File: src/rtl/sprite_fetch_renderer_if.sv
// Bundle of pixel-timing, shadow-request, sprite-ROM and mixer-facing signals
// shared between the sprite renderer and its surroundings.
interface sprite_fetch_renderer_if;
    logic [9:0] pix_x;
    logic [9:0] pix_y;
    logic       pix_valid;
    logic       frame_start;
    logic [9:0] pos_x_in;
    logic [9:0] pos_y_in;
    logic       flip_x_in;
    logic [9:0] sprite_addr;
    logic [8:0] sprite_data;
    logic [8:0] rgb_out;
    logic       rgb_valid;
    logic       hit;

    // Environment side: timing generator, CPU position request, ROM and mixer.
    modport master (
        output pix_x, pix_y, pix_valid, frame_start,
        output pos_x_in, pos_y_in, flip_x_in,
        input  sprite_addr,
        output sprite_data,
        input  rgb_out, rgb_valid, hit
    );

    // Renderer side.
    modport slave (
        input  pix_x, pix_y, pix_valid, frame_start,
        input  pos_x_in, pos_y_in, flip_x_in,
        output sprite_addr,
        input  sprite_data,
        output rgb_out, rgb_valid, hit
    );
endinterface

File: src/rtl/sprite_fetch_renderer.sv
// Sprite fetch/render pipeline: turns VGA pixel coordinates into sprite ROM
// addresses, waits out the 1-cycle ROM latency, applies the transparency key
// and presents registered RGB333 plus a hit flag three clocks after the pixel.
// SPRITE_W and SPRITE_H must be powers of two of at least 2.
module sprite_fetch_renderer #(
    parameter int         SPRITE_W    = 32,
    parameter int         SPRITE_H    = 32,
    parameter logic [8:0] TRANSPARENT = 9'b111000111
) (
    input logic CLK,
    input logic RST,
    sprite_fetch_renderer_if.slave bus
);
    localparam int          XB    = $clog2(SPRITE_W);
    localparam int          YB    = $clog2(SPRITE_H);
    localparam logic [10:0] W_LIM = 11'(SPRITE_W);
    localparam logic [10:0] H_LIM = 11'(SPRITE_H);

    logic [9:0]    pos_x;
    logic [9:0]    pos_y;
    logic          flip;
    logic [10:0]   dx;
    logic [10:0]   dy;
    logic          in_box;
    logic [XB-1:0] col;
    logic [9:0]    addr_next;
    logic          in_box_d1;
    logic          in_box_d2;
    logic          valid_d1;
    logic          valid_d2;
    logic          hit_next;

    // Shadow copy of position/flip, only refreshed at vertical blank so a
    // sprite move never tears the frame being drawn.
    always_ff @(posedge CLK or posedge RST) begin
        if (RST) begin
            pos_x <= '0;
            pos_y <= '0;
            flip  <= 1'b0;
        end else if (bus.frame_start) begin
            pos_x <= bus.pos_x_in;
            pos_y <= bus.pos_y_in;
            flip  <= bus.flip_x_in;
        end
    end

    // Box test and address math; bit 10 of dx/dy is the borrow that marks a
    // pixel left of or above the sprite. Mirroring SPRITE_W-1-dx on a
    // power-of-two width is just the bitwise inverse of the low bits, and
    // dy*SPRITE_W is a concatenation.
    always_comb begin
        dx        = {1'b0, bus.pix_x} - {1'b0, pos_x};
        dy        = {1'b0, bus.pix_y} - {1'b0, pos_y};
        in_box    = bus.pix_valid & ~dx[10] & (dx < W_LIM) & ~dy[10] & (dy < H_LIM);
        col       = flip ? ~dx[XB-1:0] : dx[XB-1:0];
        addr_next = '0;
        if (in_box) begin
            addr_next[XB+YB-1:0] = {dy[YB-1:0], col};
        end
    end

    // Stage 0 register: address to the ROM plus the flags that ride along.
    always_ff @(posedge CLK or posedge RST) begin
        if (RST) begin
            bus.sprite_addr <= '0;
            in_box_d1       <= 1'b0;
            valid_d1        <= 1'b0;
        end else begin
            bus.sprite_addr <= addr_next;
            in_box_d1       <= in_box;
            valid_d1        <= bus.pix_valid;
        end
    end

    // Stage 1 register: flags wait one more clock while the ROM reads.
    always_ff @(posedge CLK or posedge RST) begin
        if (RST) begin
            in_box_d2 <= 1'b0;
            valid_d2  <= 1'b0;
        end else begin
            in_box_d2 <= in_box_d1;
            valid_d2  <= valid_d1;
        end
    end

    // A pixel only counts when it is inside the box and not the key colour.
    always_comb begin
        hit_next = in_box_d2 & (bus.sprite_data != TRANSPARENT);
    end

    // Stage 2 register: colour is forced to black whenever there is no hit so
    // the mixer can OR or select without extra gating.
    always_ff @(posedge CLK or posedge RST) begin
        if (RST) begin
            bus.rgb_out   <= '0;
            bus.rgb_valid <= 1'b0;
            bus.hit       <= 1'b0;
        end else begin
            bus.rgb_out   <= hit_next ? bus.sprite_data : 9'd0;
            bus.rgb_valid <= valid_d2;
            bus.hit       <= hit_next;
        end
    end
endmodule

File: src/flat_wrapper.sv
// flat-port wrapper written by rule: the top's interface ports become plain ports
module sprite_fetch_renderer_flat 
#(
    parameter int         SPRITE_W    = 32,
    parameter int         SPRITE_H    = 32,
    parameter logic [8:0] TRANSPARENT = 9'b111000111
)
  (CLK, RST, bus_pix_x, bus_pix_y, bus_pix_valid, bus_frame_start, bus_pos_x_in, bus_pos_y_in, bus_flip_x_in, bus_sprite_addr, bus_sprite_data, bus_rgb_out, bus_rgb_valid, bus_hit);
  sprite_fetch_renderer_if bus_i ();
  input logic CLK;
  input logic RST;
  input wire logic [$bits(bus_i.pix_x)-1:0] bus_pix_x;
  input wire logic [$bits(bus_i.pix_y)-1:0] bus_pix_y;
  input wire logic [$bits(bus_i.pix_valid)-1:0] bus_pix_valid;
  input wire logic [$bits(bus_i.frame_start)-1:0] bus_frame_start;
  input wire logic [$bits(bus_i.pos_x_in)-1:0] bus_pos_x_in;
  input wire logic [$bits(bus_i.pos_y_in)-1:0] bus_pos_y_in;
  input wire logic [$bits(bus_i.flip_x_in)-1:0] bus_flip_x_in;
  output wire logic [$bits(bus_i.sprite_addr)-1:0] bus_sprite_addr;
  input wire logic [$bits(bus_i.sprite_data)-1:0] bus_sprite_data;
  output wire logic [$bits(bus_i.rgb_out)-1:0] bus_rgb_out;
  output wire logic [$bits(bus_i.rgb_valid)-1:0] bus_rgb_valid;
  output wire logic [$bits(bus_i.hit)-1:0] bus_hit;
  assign bus_i.pix_x = bus_pix_x;
  assign bus_i.pix_y = bus_pix_y;
  assign bus_i.pix_valid = bus_pix_valid;
  assign bus_i.frame_start = bus_frame_start;
  assign bus_i.pos_x_in = bus_pos_x_in;
  assign bus_i.pos_y_in = bus_pos_y_in;
  assign bus_i.flip_x_in = bus_flip_x_in;
  assign bus_sprite_addr = bus_i.sprite_addr;
  assign bus_i.sprite_data = bus_sprite_data;
  assign bus_rgb_out = bus_i.rgb_out;
  assign bus_rgb_valid = bus_i.rgb_valid;
  assign bus_hit = bus_i.hit;
  sprite_fetch_renderer #(.SPRITE_W(SPRITE_W), .SPRITE_H(SPRITE_H), .TRANSPARENT(TRANSPARENT)) u_core (.CLK(CLK), .RST(RST), .bus(bus_i));
endmodule
File: config.mk
export PLATFORM = sky130hd
export DESIGN_NAME = sprite_fetch_renderer_flat
export DESIGN_NICKNAME = d
export VERILOG_FILES = /design/src/rtl/sprite_fetch_renderer_if.sv /design/src/rtl/sprite_fetch_renderer.sv /design/src/flat_wrapper.sv
export SDC_FILE = /design/constraint.sdc
export NUM_CORES = 1
export LEC_CHECK = 0
export CAP_MARGIN = 20
export CELL_PAD_IN_SITES_DETAIL_PLACEMENT = 1
export CELL_PAD_IN_SITES_GLOBAL_PLACEMENT = 2
export CORE_MARGIN = 1.5
export CORE_UTILIZATION = 30
export CTS_CLUSTER_SIZE = 16
export DETAILED_ROUTE_END_ITERATION = 6
export PLACE_DENSITY_LB_ADDON = 0.05
export SETUP_SLACK_MARGIN = 0.2
export SLEW_MARGIN = 20
export SYNTH_ARGS = -nofsm -noshare
export SYNTH_HDL_FRONTEND = slang
export SYNTH_SLANG_ARGS = --single-unit
File: constraint.sdc
create_clock -name CLK -period 3.02 [get_ports CLK]
set_clock_uncertainty 0.15 [all_clocks]
set_input_delay 0.755 -clock CLK [delete_from_list [all_inputs] [get_ports CLK]]
set_output_delay 0.755 -clock CLK [all_outputs]
set_load 0.05 [all_outputs]
==> flow_summary.yaml, run 1 <==
job:
  max-cap-violations: 0
floorplanning:
  die_w_um: 99.1
  num_io_pins: 75
  initial_utilization: 0.313
  die_area_um2: 9820
  rows: 34
  core_area_um2: 8850
  die_h_um: 99.1
critical_path:
  max_stage_delay_ps: 450
  worstPathRequired_ps: 3080
  crit_chain: "clkdlybuf4s50_1, ha_4, and3_1, a221oi_2, buf_4, nor4b_2, o31ai_1, a211o_2, clkbuf_16, buf_4, nor4_4"
  critPathKind: "input port to flip-flop"
  crit_top_cell: "buf_4"
  path_max_fanout: 5
  startpoint_type: "input port"
  arrival_ps: 3000
  cpLargestDelayFamily: "buffers and inverters"
  cp_num_buf_inv: 4
  crit_path_top_delay_cell: "clkdlybuf4s50_1"
  setup.worst_path.end_class: "flip-flop"
synthesis:
  yosys-top-cells-area: "dfrtp_1, ha_1, o21ai_0, nor4_2, nand2_1"
  yosys_most_used_dff: "dfrtp_1"
  netlist_area_um2: 2770
  yosysTopAreaCell: "dfrtp_1"
  ys_warn_count: 0
  ys_top_cells_by_count: "dfrtp_1, o21ai_0, nand2_1"
  synth-seq-cells: 46
  synth.avg_cell_area_um2: 10.1
  netlist.area_leader.share: 0.415
  yosysMostFrequentCell: "dfrtp_1"
  syn_inst: 275
  synth_seq_area_share: 0.415
  ys_types: 57
  synth_nets: 351
  synth_enable_flop_cells: 0
  async_flop_share: 1.00
pwr:
  power_uw: 1960
  leakagePower_uw: 0.00193
  p_per_area_nw_per_um2: 440
  vdd_drop_max_v: 0.000194
clock_network:
  clkTransAtPathRegs_ps: 100
  cts_buffers: 5
  insertion_delay_ps: 300
  hold_buffers: 0
  tritoncts: "yes"
  htreeDepth: 2
  root_buffer: "clkbuf_8"
  clockBufferDepth: 2
  cts.sinks: 46
routing:
  first_pass_iters: 4
  detail-route-antenna-nets: 0
  wl_per_cell_um: 15.2
  wirelength_um: 7680
  viasPerCell: 4.89
  dr.first_iter.drc_count: 44
  route.vias.total: 2470
  drcViolationCount: 0
place:
  io_buffer_count: 74
  dp.cells: 483
  post-dp-hpwl_um: 5570
  globalplace.congestion: 0.813
global_routing:
  grt_pass1_vias: 2655
  track_usage: 0.167
  met3_usage: 0.0246
  antenna_found_initial: 0
  grt_pass1_wl_um: 13000
  grt_max_degree: 40
  grt_use_met2: 0.294
  grt_use_met1: 0.212
  gr-total-overflow: 0
  busiest_layer: "met2"
sta:
  rsz0062_at_grt: "true"
  fin_crit_sh: 0.974
  finalSetupTns_ps: 0
  whs_ps: 215
  slew_headroom: 0.663
  max_freq_mhz: 340
  setup_viol_count_final: 0
  fin_crit_ps: 2940
  hold_viol_final: 0
  finalMaxSlewViolations: 0
  worst_slew_pin_slew_ps: 504
finish:
  drive_above_1_share: 0.285
  antenna_cells: 0
  multiInputGateArea_um2: 1720
  final_cells: 505
  seq_area_um2: 1150
  area_growth_pct: 60.5
  num-nets-final: 472
  fillers: 975
worst_hold_path:
  hold_path.class: "flip-flop to flip-flop"
status:
  status: "finished, final reports clean"
## stage by stage
stage / worst slack [ps] / instance area (um^2) / util
after global routing: 17.8 / 4450 / 0.503
after CTS: 117 / 4430 / 0.500
final: 78.3 / 4450 / 0.503
after floorplan: 144 / 2830 / -
after global placement: -490 / 3930 / 0.445
after detailed placement: -541 / 3930 / 0.445
## cell usage in the layout, fill, tap and decap left out, types with 2 or more instances in the layout
cell / synthesis / routed
xor2_1: 4 / 4
xnor2_1: 8 / 8
ha_1: 20 / 8
buf_4: 1 / 47
o21ai_0: 29 / 27
nand2b_1: 2 / 2
inv_2: 0 / 3
buf_6: 3 / 2
fa_2: 0 / 2
nand4_1: 2 / 2
buf_12: 0 / 3
o211ai_2: 2 / 2
o211ai_1: 4 / 4
nor2b_1: 3 / 3
nand2_1: 26 / 26
and2_1: 9 / 9
o21a_1: 3 / 3
a32oi_1: 2 / 2
ha_4: 0 / 12
nor3_1: 2 / 2
dfrtp_1: 46 / 46
nor4_4: 0 / 6
inv_1: 24 / 19
nor4_2: 10 / 5
bufinv_16: 0 / 2
clkdlybuf4s50_1: 0 / 61
clkbuf_8: 0 / 5
a21oi_1: 8 / 7
mux2_2: 3 / 3
nand3_1: 13 / 13
o21ai_1: 0 / 2
a21o_1: 3 / 3
dlygate4sd2_1: 0 / 9
clkbuf_16: 0 / 2
nor2_1: 5 / 5
a211oi_1: 2 / 2
## cell type report
class                           count  area share
Sequential cell                    46       0.259
Clock buffer                        5      0.0155
Clock inverter                      3      0.0155
Inverter                           24      0.0236
Tap cell                          108      0.0304
Timing Repair Buffer              126       0.269
Multi-Input combinational cell    193       0.387
## kinds of logic (layout without fill, tap and decap cells)
group	count (synthesis)	in the layout	share of synthesized area
adders and majority gates	22	22	0.105
AOI/OAI and AO/OA	71	71	0.173
buffers and inverters	36	158	0.0664
and+or+nand+nor	85	85	0.191
muxes	3	3	0.0122
xor gates and xnor gates	12	12	0.0379
DFF	46	46	0.415
## metal layers
| layer | vias up | routed length, um |
|---|---|---|
| li1 | 1221 | - |
| met1 | 1192 | 3470 |
| met2 | 48 | 3860 |
| met3 | 9 | 253 |
| met4 | 0 | 97 |
| met5 | - | 0 |
## timing repair
item,in CTS,in global routing
pin swaps,34,2
endpoints found under the setup margin,11,11
gates resized for setup,55,4
cloned,2,0
setup buffers,10,2
## power by group
group	switching (uW)	total (uW)	leakage, uW	internal, uW
Clock	230	562	0.0000683	332
Combinational	365	741	0.00127	377
Sequential	12.6	655	0.000596	643
Total	607	1960	0.00193	1350
## state kept, by name, summed over array words and instances (netlist names)
signal / cells
u_core.bus.rgb_out: 9
u_core.flip: 1
u_core.in_box_d1: 1
u_core.bus.rgb_valid: 1
u_core.bus.hit: 1
u_core.pos_x: 10
u_core.bus.sprite_addr: 10
u_core.valid_d2: 1
u_core.in_box_d2: 1
u_core.pos_y: 10
u_core.valid_d1: 1
## final timing paths
check,cells after the start,end,from,slack (ps)
worst max register to register,13,u_core.bus.sprite_addr[3]$_DFF_PP0_,u_core.pos_x[0]$_DFFE_PP0P_,240
max in group asynchronous,3,u_core.pos_y[2]$_DFFE_PP0P_,RST,1610
worst max-delay path,11,u_core.bus.sprite_addr[3]$_DFF_PP0_,bus_pix_y[3],80
worst min-delay path,0,u_core.valid_d2$_DFF_PP0_,u_core.valid_d1$_DFF_PP0_,210
min in group asynchronous,2,u_core.bus.sprite_addr[1]$_DFF_PP0_,RST,550
worst min register to register,0,u_core.valid_d2$_DFF_PP0_,u_core.valid_d1$_DFF_PP0_,210
Power figures use the tool's default switching activity.
==> run 2, diff against run 1 <==
==> constraint.sdc (replaced) <==
create_clock -name CLK -period 3.2 [get_ports CLK]
set_clock_uncertainty 0.15 [all_clocks]
set_input_delay 0.8 -clock CLK [delete_from_list [all_inputs] [get_ports CLK]]
set_output_delay 0.8 -clock CLK [all_outputs]
set_load 0.05 [all_outputs]
==> run 2 against run 1 <==
Compared with the run above:
- power shrank 12%
- combinational power shrank 11%
- via count shrank 3.2%
- sequential power shrank 5.8%
- critical path type unchanged
- sequential cell count is the same
- worst hold slack is essentially flat
- register-to-register slack gained 190 ps
- wire length shrank 4.8%
- clock power shrank 20%
==> flow_summary.yaml, run 2 (same netlist as run 1, synthesis figures left out) <==
critical_path:
  worstPathRequired_ps: 3260
  arrival_ps: 3090
  critPathKind: "input port to flip-flop"
  path_max_fanout: 6
  max_stage_delay_ps: 410
  crit_path_top_delay_cell: "clkdlybuf4s50_1"
  startpoint_type: "input port"
  setup.worst_path.end_class: "flip-flop"
  crit_chain: "clkdlybuf4s50_1, ha_1, and3_4, or3b_1, nand4_1, o31ai_2, a211o_4, buf_12, nor4_4"
sta:
  finalSetupTns_ps: 0
  rsz0062_at_grt: "true"
  hold_viol_final: 0
  fin_crit_sh: 0.946
  finalMaxSlewViolations: 0
  worst_slew_pin_slew_ps: 510
  fin_crit_ps: 3030
  max_freq_mhz: 330
  setup_viol_count_final: 0
  final.setup.worst_slack_ps: 173
  slew_headroom: 0.659
global_routing:
  gr-total-overflow: 0
  grt_max_degree: 40
  grt_pass1_vias: 2503
  antenna_found_initial: 0
  track_usage: 0.151
  grt_pass1_wl_um: 12000
clock_network:
  clockBufferDepth: 2
  root_buffer: "clkbuf_8"
  cts_buffers: 5
  htreeDepth: 2
  clkTransAtPathRegs_ps: 90
  tritoncts: "yes"
  insertion_delay_ps: 300
  cts.sinks: 46
status:
  status: "finished, final reports clean"
finish:
  area_growth_pct: 53.8
  antenna_cells: 0
  final_cells: 495
  final_util: 0.482
  final_cell_mix: "clkdlybuf4s50_1, dfrtp_1, buf_4"
  num-nets-final: 462
  final_common_cell: "clkdlybuf4s50_1"
  multiInputGateArea_um2: 1660
  seq_area_um2: 1150
  drive_above_1_share: 0.261
  fillers: 1027
  reg_top3: "u_core.bus.sprite_addr (10), u_core.pos_x (10), u_core.pos_y (10)"
routing:
  route.vias.total: 2392
  top_layer: "met4"
  met2WireLength_um: 3610
  first_pass_iters: 4
  wirelength_um: 7310
  detail-route-antenna-nets: 0
  wl_per_cell_um: 14.8
  viasPerCell: 4.83
  wl_met1_um: 3350
  drcViolationCount: 0
  wl_met3_um: 261
  dr.first_iter.drc_count: 59
place:
  post-dp-hpwl_um: 5440
  dp_slack_ps: -432
  dp.cells: 479
  globalplace.congestion: 0.821
  io_buffer_count: 74
pwr:
  p_int_uw: 1170
  vdd_drop_max_v: 0.000184
  p_switching_uw: 552
  p_clk_frac: 0.261
  seqPwrFrac: 0.358
  p_per_area_nw_per_um2: 405
  leakagePower_uw: 0.00186
  combPwrFrac: 0.381
  power_uw: 1720
  power.share.switching: 0.320
floorplanning:
  die_area_um2: 9820
  die_h_um: 99.1
  num_io_pins: 75
  rows: 34
  die_w_um: 99.1
  core_area_um2: 8850
  initial_utilization: 0.313
worst_hold_path:
  hold_path.class: "flip-flop to flip-flop"
job:
  max-cap-violations: 0
-- run 2: critical path: cells and delay by family --
family,cells,cell delay (ps)
adder cells (fa/ha/maj),1,360
AND/OR/NAND/NOR,4,940
AO/OA/AOI/OAI,2,420
buffers and inverters,2,570
-- run 2: layer usage --
layer / vias to the layer above / track usage
met1: 1140 / 0.201
met4: 0 / 0.0423
met3: 9 / 0.0211
met5: - / 0
met2: 49 / 0.258
li1: 1194 / -
-- run 2: power groups by stage --
stage | sequential [uW] | clock, uW | combinational, uW
finish | 617 | 450 | 657
global route | 621 | 486 | 728
CTS | 618 | 474 | 613
detailed placement | 629 | 0 | 557
global placement | 627 | 0 | 552
floorplan | 626 | 0 | 339
-- run 2: final timing paths --
kind | to | slack [ps] | from | cells past startpoint
min in group asynchronous | u_core.bus.rgb_out[6]$_DFF_PP0_ | 600 | RST | 2
hold reg to reg | u_core.bus.rgb_valid$_DFF_PP0_ | 210 | u_core.valid_d2$_DFF_PP0_ | 0
setup reg to reg | u_core.bus.sprite_addr[1]$_DFF_PP0_ | 430 | u_core.pos_x[0]$_DFFE_PP0P_ | 11
setup / recovery | u_core.bus.sprite_addr[1]$_DFF_PP0_ | 170 | bus_pix_x[6] | 9
max in group asynchronous | u_core.bus.sprite_addr[9]$_DFF_PP0_ | 1710 | RST | 3
hold / removal | u_core.bus.rgb_valid$_DFF_PP0_ | 210 | u_core.valid_d2$_DFF_PP0_ | 0
-- run 2: cell type report --
type                       count  share of cell area
clock buffer                   5              0.0161
multi-input combinational    193               0.390
inverter                      24              0.0217
sequential                    46               0.270
tap                          108              0.0317
clock inverter                 3              0.0103
timing repair buffer         116               0.260
-- run 2: what timing repair did --
item	in CTS	in global routing
resized for setup	30	26
setup buffers	3	3
endpoints found under the setup margin	11	11
gates cloned	2	0
hold buffers	0	0
pin swaps	22	18
-- run 2: through the flow --
stage          hold slack [ps]  cell area [um^2]
2_1_floorplan              181              2780
3_5_place_dp               200              3840
3_3_place_gp               184              3840
5_1_grt                    234              4260
6_report                   215              4260
4_1_cts                    224              4110
==> run 3, diff against run 2 <==
--- a/config.mk
+++ b/config.mk
@@ -6,10 +6,8 @@
 export NUM_CORES = 1
 export LEC_CHECK = 0
 export CAP_MARGIN = 20
-export CELL_PAD_IN_SITES_DETAIL_PLACEMENT = 1
-export CELL_PAD_IN_SITES_GLOBAL_PLACEMENT = 2
 export CORE_MARGIN = 1.5
-export CORE_UTILIZATION = 30
+export CORE_UTILIZATION = 49
 export CTS_CLUSTER_SIZE = 16
 export DETAILED_ROUTE_END_ITERATION = 6
 export PLACE_DENSITY_LB_ADDON = 0.05
==> constraint.sdc (replaced) <==
create_clock -name CLK -period 3.1 [get_ports CLK]
set_clock_uncertainty 0.15 [all_clocks]
set_input_delay 0.775 -clock CLK [delete_from_list [all_inputs] [get_ports CLK]]
set_output_delay 0.775 -clock CLK [all_outputs]
set_load 0.05 [all_outputs]
==> run 3 against run 2 <==
Compared with the run above:
- combinational power down 3%
- sequential share of layout area up 0.66 points
- worst hold slack worse by 11 ps
- register-to-register slack worse by 20 ps
- via count down 1.9%
- die area down 38%
- first-iteration DRC count up 25%
- setup slack better by 58 ps
- clock-buffer cell count up 2
- final area down 2.4%
- highest routed layer unchanged
- global-route usage up 7.0 points
==> flow_summary.yaml, run 3 (same netlist as run 1, synthesis figures left out) <==
floorplanning:
  die_h_um: 78.2
  die_w_um: 78.2
  die_area_um2: 6120
  initial_utilization: 0.506
  rows: 27
  num_io_pins: 75
  core_area_um2: 5470
place:
  dp_slack_ps: -440
  post-dp-hpwl_um: 4640
  postPlaceCellArea_um2: 3830
  globalplace.congestion: 0.860
  io_buffer_count: 74
critical_path:
  critPathKind: "input port to flip-flop"
  path_max_fanout: 5
  worstPathRequired_ps: 3130
  startpoint_type: "input port"
  reg2reg_setup_slack_ps: 410
  rr_endpoint: "u_core.bus.sprite_addr[5]$_DFF_PP0_"
  startpoint: "bus_pix_x[0]"
  worstRegToRegCells: 11
  setup.worst_path.end_class: "flip-flop"
  arrival_ps: 2900
  rr_startpoint: "u_core.pos_x[0]$_DFFE_PP0P_"
finish:
  finish.instance_area_um2: 4160
  drive_above_1_share: 0.246
  num-nets-final: 457
  reg_top3: "u_core.bus.sprite_addr (10), u_core.pos_x (10), u_core.pos_y (10)"
  fillers: 378
  final_cell_mix: "clkdlybuf4s50_1, dfrtp_1, buf_4"
  area_growth_pct: 50.2
  final_common_cell: "clkdlybuf4s50_1"
  antenna_cells: 0
worst_hold_path:
  hold_path.startpoint: "u_core.valid_d2$_DFF_PP0_"
  hold_path.class: "flip-flop to flip-flop"
  hold_depth: 0
  hold-path-endpoint: "u_core.bus.rgb_valid$_DFF_PP0_"
global_routing:
  track_usage: 0.221
  grt_max_degree: 40
  antenna_found_initial: 0
  grt_pass1_wl_um: 10700
  gr-total-overflow: 0
  grt_pass1_vias: 2347
routing:
  first_pass_iters: 4
  wirelength_um: 6160
  dr.first_iter.drc_count: 74
  drcViolationCount: 0
  wl_per_cell_um: 13.6
  route.vias.total: 2347
  viasPerCell: 5.17
  detail-route-antenna-nets: 0
clock_network:
  root_buffer: "clkbuf_8"
  htreeDepth: 2
  clockBufferDepth: 2
  cts_buffers: 5
  insertion_delay_ps: 300
  clkTransAtPathRegs_ps: 80
  tritoncts: "yes"
  cts.sinks: 46
job:
  max-cap-violations: 0
status:
  status: "finished, final reports clean"
pwr:
  p_per_area_nw_per_um2: 404
  vdd_drop_max_v: 0.000307
  leakagePower_uw: 0.00180
sta:
  rsz0062_at_grt: "true"
  hold_viol_final: 0
  fin_crit_ps: 2870
  worst_slew_pin_slew_ps: 772
  fin_crit_sh: 0.925
  whs_ps: 204
  finalMaxSlewViolations: 0
  setup_viol_count_final: 0
  slew_headroom: 0.485
  final.setup.worst_slack_ps: 231
  max_freq_mhz: 349
run 3: cell count changes in the layout (fill, tap and decap cells not counted), moves of 3 or more:
cell	change
buf_4	-5
clkdlybuf4s50_1	-4
dlygate4sd2_1	+5
ha_4	+3
run 3: per-layer routing:
| layer | vias to the layer above | routed length [um] | GRT usage |
|---|---|---|---|
| met4 | 0 | 63 | 0.0571 |
| met2 | 57 | 3240 | 0.392 |
| li1 | 1184 | - | - |
| met3 | 6 | 243 | 0.0430 |
| met1 | 1100 | 2620 | 0.276 |
| met5 | - | 0 | 0 |
run 3: where the power goes:
part           total, uW  internal, uW  switching [uW]
sequential           638           626            11.7
combinational        638           320             318
clock                403           204             199
total               1680          1150             528
run 3: per-stage QoR:
step / util / cells / power, uW / setup TNS [ps]
floorplan: - / 275 / 1010 / 0
global placement: 0.700 / 443 / 1200 / -3640
detailed placement: 0.700 / 443 / 1210 / -4390
CTS: 0.749 / 453 / 1670 / 0
global route: 0.760 / 454 / 1780 / 0
finish: 0.760 / 454 / 1680 / 0
run 3: cell type report:
class / instances / area [um^2] / area share
multi-input cells: 193 / 1670 / 0.401
flip-flops and latches: 46 / 1150 / 0.277
repair buffers: 111 / 1040 / 0.251
inverters: 24 / 103 / 0.0247
clock buffers: 7 / 96.3 / 0.0232
well taps: 72 / 90.1 / 0.0216
clock inverters: 1 / 8.76 / 0.00210
run 3: what timing repair did:
item,CTS,global route
endpoints found under the setup margin,11,11
pin swaps,13,10
hold buffers,0,0
resized for setup,34,11
setup buffers,2,1
run 3: worst max-delay path: stages:
cell,delay [ps]
buf_6,100
inv_4,40
ha_4,130
inv_4,30
fa_2,410
a211oi_4,310
buf_6,140
o211ai_1,80
o2111a_1,180
o221a_1,270
o221ai_4,220
buf_6,180
nor4_2,40
run 3: how the worst max path moves through the flow:
stage	end	slack [ps]
global placement	u_core.bus.sprite_addr[2]$_DFF_PP0_	-330
floorplan	u_core.bus.sprite_addr[0]$_DFF_PP0_	200
global route	u_core.bus.sprite_addr[5]$_DFF_PP0_	100
CTS	u_core.bus.sprite_addr[0]$_DFF_PP0_	200
finish	u_core.bus.sprite_addr[5]$_DFF_PP0_	230
detailed placement	u_core.bus.sprite_addr[7]$_DFF_PP0_	-440
